File: config.mk
export PLATFORM = sky130hd
export DESIGN_NAME = if_id_pipe
export DESIGN_NICKNAME = d
export VERILOG_FILES = /design/src/rtl/if_id_pipe.sv
export SDC_FILE = /design/constraint.sdc
export NUM_CORES = 1
export LEC_CHECK = 0
export ABC_AREA = 1
export CAP_MARGIN = 20
export CORE_MARGIN = 2
export CORE_UTILIZATION = 54
export DETAILED_ROUTE_END_ITERATION = 6
export DONT_BUFFER_PORTS = 1
export GPL_TIMING_DRIVEN = 0
export PLACE_DENSITY = 0.69
export SKIP_CTS_REPAIR_TIMING = 1
export SYNTH_ARGS = -nofsm -noshare
export SYNTH_HDL_FRONTEND = slang
export SYNTH_SLANG_ARGS = --single-unit
File: constraint.sdc
create_clock -name clk -period 3.35 [get_ports clk]
set_clock_uncertainty 0.15 [all_clocks]
set_input_delay 0.335 -clock clk [delete_from_list [all_inputs] [get_ports clk]]
set_output_delay 0.335 -clock clk [all_outputs]
set_load 0.05 [all_outputs]
File: src/rtl/if_id_pipe.sv
// IF/ID pipeline register: replays held instructions across stalls and
// injects FLUSH_DEPTH bubbles per redirect. Define IF_ID_PERF_EN for perf counters.
module if_id_pipe #(
   parameter int               XLEN        = 32,
   parameter int               ILEN        = 32,
   parameter int               FLUSH_DEPTH = 2,
   parameter logic [ILEN-1:0]  NOP_INSTR   = ILEN'(32'h0000_0013),
   parameter logic [XLEN-1:0]  RESET_PC    = '0
) (
   input  logic            clk,
   input  logic            rst,
   input  logic [XLEN-1:0] pc_i,
   input  logic [ILEN-1:0] instr_i,
   input  logic            stall,
   input  logic            flush,
   output logic [XLEN-1:0] pc_ID,
   output logic [ILEN-1:0] instr_ID,
   output logic            valid_ID,
   output logic [31:0]     perf_bubble_cnt,
   output logic [31:0]     perf_stall_cnt
);

   logic            stall_q;
   logic            valid_q;
   logic [ILEN-1:0] hold_q;
   logic [2:0]      kill_cnt;

   always_ff @(posedge clk or posedge rst) begin
      if (rst) begin
         pc_ID    <= RESET_PC;
         stall_q  <= 1'b0;
         hold_q   <= NOP_INSTR;
         valid_q  <= 1'b0;
         kill_cnt <= 3'd1;
      end else begin
         if (!stall) pc_ID <= pc_i;
         stall_q <= stall;
         // Capture what ID shows now so a multi-cycle stall replays it verbatim.
         hold_q  <= instr_ID;
         valid_q <= valid_ID;
         if (flush)                kill_cnt <= 3'(FLUSH_DEPTH - 1);
         else if (kill_cnt != 3'd0) kill_cnt <= kill_cnt - 3'd1;
      end
   end

   always_comb begin
      instr_ID = instr_i;
      valid_ID = 1'b1;
      if (flush || kill_cnt != 3'd0) begin
         instr_ID = NOP_INSTR;
         valid_ID = 1'b0;
      end else if (stall_q) begin
         instr_ID = hold_q;
         valid_ID = valid_q;
      end
   end

`ifdef IF_ID_PERF_EN
   always_ff @(posedge clk or posedge rst) begin
      if (rst) begin
         perf_bubble_cnt <= '0;
         perf_stall_cnt  <= '0;
      end else begin
         if (!valid_ID) perf_bubble_cnt <= perf_bubble_cnt + 32'd1;
         if (stall)     perf_stall_cnt  <= perf_stall_cnt + 32'd1;
      end
   end
`else
   assign perf_bubble_cnt = '0;
   assign perf_stall_cnt  = '0;
`endif

endmodule

==> results of run 1 <==
[area by class of cell]
| type | count | area (µm²) | area share |
|---|---|---|---|
| buffer | 81 | 635.6 | 0.1485 |
| clock buffer | 13 | 168.9 | 0.03947 |
| tap | 75 | 93.84 | 0.02193 |
| multi-input combinational | 241 | 1122 | 0.2623 |
| clock inverter | 1 | 30.03 | 0.007018 |
| timing repair buffer | 34 | 340.3 | 0.07953 |
| inverter | 39 | 156.4 | 0.03655 |
| sequential | 69 | 1732 | 0.4047 |
[cells by family (layout without fill, tap and decap cells)]
group	count (synthesis)	in the layout	share of synthesized area
AND/OR/NAND/NOR	114	114	0.1300
AO/OA/AOI/OAI	61	61	0.1216
other	1	64	0.001101
flip-flops	69	69	0.5083
adder cells (fa/ha/maj)	2	2	0.007344
buffers and inverters	120	168	0.2317
[how the worst max path moves through the flow]
stage,cells after the start,end
2_1_floorplan,1,hold_q[10]
3_3_place_gp,1,hold_q[31]
3_5_place_dp,6,valid_ID
4_1_cts,6,valid_ID
5_1_grt,6,valid_ID
6_report,6,valid_ID
[cell usage in the layout, fill, tap and decap left out, drive strengths merged]
master	synthesis	routed
clkbuf	0	13
buf	81	81
dlygate4sd3	0	34
ha	2	2
o21ai	32	32
conb	1	64
inv	39	39
nand3	4	4
dfrtp	65	65
nor2	5	5
bufinv	0	1
dfstp	4	4
a21oi	29	29
nand2	105	105
[per-stage QoR]
| step | util | power, W | std cells |
|---|---|---|---|
| 2_1_floorplan | - | 0.001649 | 430 |
| 3_3_place_gp | 0.6202 | 0.001706 | 505 |
| 3_5_place_dp | 0.6206 | 0.001719 | 505 |
| 4_1_cts | 0.6537 | 0.002398 | 519 |
| 5_1_grt | 0.7101 | 0.002523 | 553 |
| 6_report | 0.7101 | 0.002411 | 553 |
[registers in the layout (all words and copies together) (netlist names)]
signal	cells
hold_q	32
kill_cnt	3
pc_ID	32
stall_q	1
valid_q	1
[worst register-to-register path: cells and delay by family (launching register included)]
kind	cells	cell delay [ns]
adders and majority gates	2	0.38
buffers and inverters	2	0.23
DFF	1	0.37
and+or+nand+nor	2	0.87
[power by group through the flow]
stage               registers, W  logic, W  clock network, W
CTS                      0.00108  0.000620          0.000693
global placement         0.00110  0.000609                 0
global route             0.00109  0.000704          0.000728
detailed placement       0.00110  0.000621                 0
finish                   0.00108  0.000653          0.000675
floorplan                0.00108  0.000564                 0
[routing by layer]
layer  vias up  global-route usage  part of all wire
met2       113              0.3233              0.53
met1      1096              0.2203              0.36
met3         7             0.08151             0.099
met5         -                   0                 0
met4         0             0.08065             0.014
li1       1208                   -                 -
==> flow_summary.toml, run 1 <==
[floorplan]
initial_core_util = 0.5654
die_x_um = 83.43
coreArea_mm2 = 0.006026
row_count = 28
die_area_mm2 = 0.006961
io_pins = 197
die_h_um = 83.43

[global_routing]
grt_pass1_vias = 2166
grt_pass1_wl_mm = 10.70
grt_max_degree = 70
gr-total-overflow = 0
grt_antenna_before_repair = 0
track_usage = 0.1941

[worst_setup_path]
crit_top_cell = "ha_1"
cp_num_buf_inv = 2
cp-startpoint = "kill_cnt[0]"
cp-end-kind = "output port"
slowest_stage = "nor2_1"
r2r_slack_ns = 1.16
cp_top_family = "simple AND/OR/NAND/NOR gates"
max_stage_delay_ns = 0.77
r2r-end = "valid_q"
crit_required_ns = 2.86
crit_chain = "inv_1, ha_1, ha_1, nand2_4, buf_6, nor2_1"
path_class = "flop to output port"
crit_fanout = 10
worstPathArrival_ns = 2.16
r2r-start = "kill_cnt[0]"
worstSetupStartpointType = "flop"
r2r_cells = 6

[final_layout]
num-fill-cells = 466
diodes = 0
drive_above_1_share = 0.2762
area_growth_pct = 25.60
final_area_mm2 = 0.004279
final_nets = 545

[clock_network]
htreeDepth = 3
clockBufferDepth = 2
numCtsBuffers = 9
insertion_delay_ns = 0.32
cts_sinks = 69
cts_tree = "done"
clk_pin_slew_worst_paths_ns = 0.07
cts_root_buf = "clkbuf_8"

[routing]
drtPass1Iterations = 4
drt_wl_total_mm = 7.474
via_count = 2424
detail_route.wl_per_cell_um = 13.52
drc = 0
via_per_inst = 4.383
drt_iter0_drc = 41
ant_nets = 0

[place]
gp_congestion = 0.7598
placed_cell_area_mm2 = 0.003740
hpwl_mm = 5.220
post-place-ws_ns = 1.035
io_buffers = 0

[timing]
rsz0062_at_grt = "no"
post-route-min-period_ns = 2.647
final.setup.tns_ns = 0
max_freq_mhz = 377.7
finalSetupViolCount = 0
fin_ws_ns = 0.7027
hold_viol = 0
whs_ns = 0.01293
slew-limit-headroom = 0.3323
tightestPinTransition_ns = 0.9979
fin_crit_sh = 0.7902
slew_viol_final = 0

[power_and_ir_drop]
power_density_mw_per_mm2 = 563.5
pwr-share-clk = 0.280
intPower_w = 0.001490
sequentialPowerShare = 0.449
p_comb_frac = 0.271
swShare = 0.3822
p_switching_w = 0.0009215
max-vdd-ir-drop_mv = 0.3445
p_leak_nw = 2.250

[outcome]
status = "finished clean"

[yosys]
ys_warn_count = 0
synth_seq_cells = 69
synth_area_leaders = "dfrtp_1, buf_4, nand2_1, a21oi_2, o21ai_1"
avgSynthCellArea_um2 = 9.283
synth-edff-count = 0
ys_async_sr_fraction = 1.000
ys_types = 17
synth_top_area_cell = "dfrtp_1"
synthTopCellsByCount = "nand2_1, buf_4, dfrtp_1, inv_1, o21ai_1"
syn_area_mm2 = 0.003407
synth.most_common_cell = "nand2_1"
syn_inst = 367
synth_flop_cell = "dfrtp_1"
ys_seq_area_frac = 0.5083
yosysTopAreaCellShare = 0.4774

[hold_path]
whs_endpoint = "pc_ID[4]"
hold_class = "input port to flop"
hp-start = "pc_i[4]"
hold_path_depth = 2

[run]
cap_violations = 0
Power figures use the tool's default switching activity.
==> run 2, diff against run 1 <==
--- a/config.mk
+++ b/config.mk
@@ -12,7 +12,7 @@
 export DETAILED_ROUTE_END_ITERATION = 6
 export DONT_BUFFER_PORTS = 1
 export GPL_TIMING_DRIVEN = 0
-export PLACE_DENSITY = 0.69
+export PLACE_DENSITY = 0.72
 export SKIP_CTS_REPAIR_TIMING = 1
 export SYNTH_ARGS = -nofsm -noshare
 export SYNTH_HDL_FRONTEND = slang
==> constraint.sdc (replaced) <==
create_clock -name clk -period 2.35 [get_ports clk]
set_clock_uncertainty 0.15 [all_clocks]
set_input_delay 0.235 -clock clk [delete_from_list [all_inputs] [get_ports clk]]
set_output_delay 0.235 -clock clk [all_outputs]
set_load 0.05 [all_outputs]
==> run 2 against run 1 <==
Effect of this change: clock power up 85%; register-to-register slack worse by 0.99 ns; combinational power is 62% higher; non-clock buffer count grew 4; via count grew 2.7%; sequential share of layout area is 2.9 points lower; utilization grew 5.4 points; die area unchanged; clock-buffer cell count down 4; sequential cell count unchanged; cell count grew 1.1%; critical path depth did not move.
==> flow_summary.toml, run 2 (same netlist as run 1, synthesis figures left out) <==
[power_and_ir_drop]
sequentialPowerShare = 0.401
intPower_w = 0.002414
pwr-share-clk = 0.324
p_comb_frac = 0.275
p_leak_nw = 2.312
power_density_mw_per_mm2 = 836.8
swShare = 0.3739
p_switching_w = 0.001441
max-vdd-ir-drop_mv = 0.5981

[global_routing]
grt_max_degree = 70
gr-total-overflow = 0
grt_pass1_vias = 2180
grt_pass1_wl_mm = 10.62
grt_antenna_before_repair = 0
track_usage = 0.1940

[routing]
via_per_inst = 4.454
drc = 0
detail_route.wl_per_cell_um = 14.25
met3_length_um = 707
via_count = 2490
ant_nets = 0
drt-met1-wl_mm = 2.812
drt_wl_total_mm = 7.967
wl_met2_mm = 4.369
top_layer = "met4"
drt_iter0_drc = 82
drtPass1Iterations = 4

[timing]
hold_viol = 0
finalSetupViolCount = 0
slew-limit-headroom = 0.4585
post-route-min-period_ns = 2.316
rsz0062_at_grt = "yes"
fin_crit_sh = 0.9854
fin_ws_ns = 0.03441
max_freq_mhz = 431.9
final.setup.tns_ns = 0
slew_viol_final = 0
tightestPinTransition_ns = 0.8122
whs_ns = 0.01608

[clock_network]
cts_root_buf = "clkbuf_8"
insertion_delay_ns = 0.33
htreeDepth = 3
clockBufferDepth = 2
cts_tree = "done"
clk_pin_slew_worst_paths_ns = 0.07
numCtsBuffers = 9
cts_sinks = 69

[worst_setup_path]
r2r-start = "kill_cnt[0]"
worstPathArrival_ns = 1.93
r2r_cells = 8
cp-startpoint = "kill_cnt[0]"
cp-end-kind = "output port"
crit_required_ns = 1.97
crit_fanout = 4
path_class = "flop to output port"
worstSetupStartpointType = "flop"

[place]
post-place-ws_ns = 0.1265
io_buffers = 0
placed_cell_area_mm2 = 0.003740
hpwl_mm = 5.144
gp_congestion = 0.7965

[final_layout]
final_nets = 549
final_area_mm2 = 0.004607
final_cell_mix = "nand2_1, buf_4, dfrtp_1"
area_growth_pct = 35.22
reg_top3 = "hold_q: 32 flops, pc_ID: 32 flops, kill_cnt: 3 flops"
drive_above_1_share = 0.2810
final_common_cell = "nand2_1"
diodes = 0

[run]
cap_violations = 0

[floorplan]
die_h_um = 83.43
row_count = 28
initial_core_util = 0.5654
io_pins = 197
die_area_mm2 = 0.006961
die_x_um = 83.43
coreArea_mm2 = 0.006026

[hold_path]
hold_class = "input port to flop"
hold_path_depth = 4
hp-start = "flush"

[outcome]
status = "finished clean"
[run 2: layout make-up]
class / instances / area (µm²)
flip-flops and latches: 69 / 1732
fillers: 418 / 1419
multi-input cells: 241 / 1348
plain buffers: 81 / 635.6
repair buffers: 38 / 380.4
inverters: 39 / 156.4
clock inverters: 7 / 137.6
clock buffers: 9 / 123.9
well taps: 75 / 93.84
[run 2: power groups by stage]
stage | logic [W] | clock network (W) | registers, W
floorplan | 0.000804 | 0 | 0.00155
global placement | 0.000865 | 0 | 0.00156
detailed placement | 0.000885 | 0 | 0.00157
CTS | 0.000892 | 0.00127 | 0.00154
global route | 0.00113 | 0.00133 | 0.00156
finish | 0.00106 | 0.00125 | 0.00155
[run 2: final timing paths]
check / end / slack [ns]
min in group asynchronous: pc_ID[12] / 0.40
setup / recovery: instr_ID[1] / 0.03
max in group asynchronous: hold_q[3] / 1.13
setup reg to reg: kill_cnt[2] / 0.17
hold / removal: kill_cnt[1] / 0.02
hold reg to reg: kill_cnt[1] / 0.34
[run 2: metrics by stage]
| step | util | power [W] | instances |
|---|---|---|---|
| 2_1_floorplan | - | 0.002351 | 430 |
| 3_3_place_gp | 0.6202 | 0.002429 | 505 |
| 3_5_place_dp | 0.6206 | 0.002451 | 505 |
| 4_1_cts | 0.6640 | 0.003702 | 521 |
| 5_1_grt | 0.7645 | 0.004011 | 559 |
| 6_report | 0.7645 | 0.003855 | 559 |
[run 2: per-layer routing]
layer  track usage  up-vias
li1              -     1220
met5             0        -
met2        0.3292      114
met3       0.09145        8
met1        0.2129     1148
met4       0.07038        0
[run 2: worst max-delay path, cell delays in order (launching register included)]
cell	delay, ns
dfstp_2	0.53
inv_1	0.05
ha_1	0.19
ha_1	0.24
inv_1	0.11
nor2_2	0.06
nand3_1	0.41
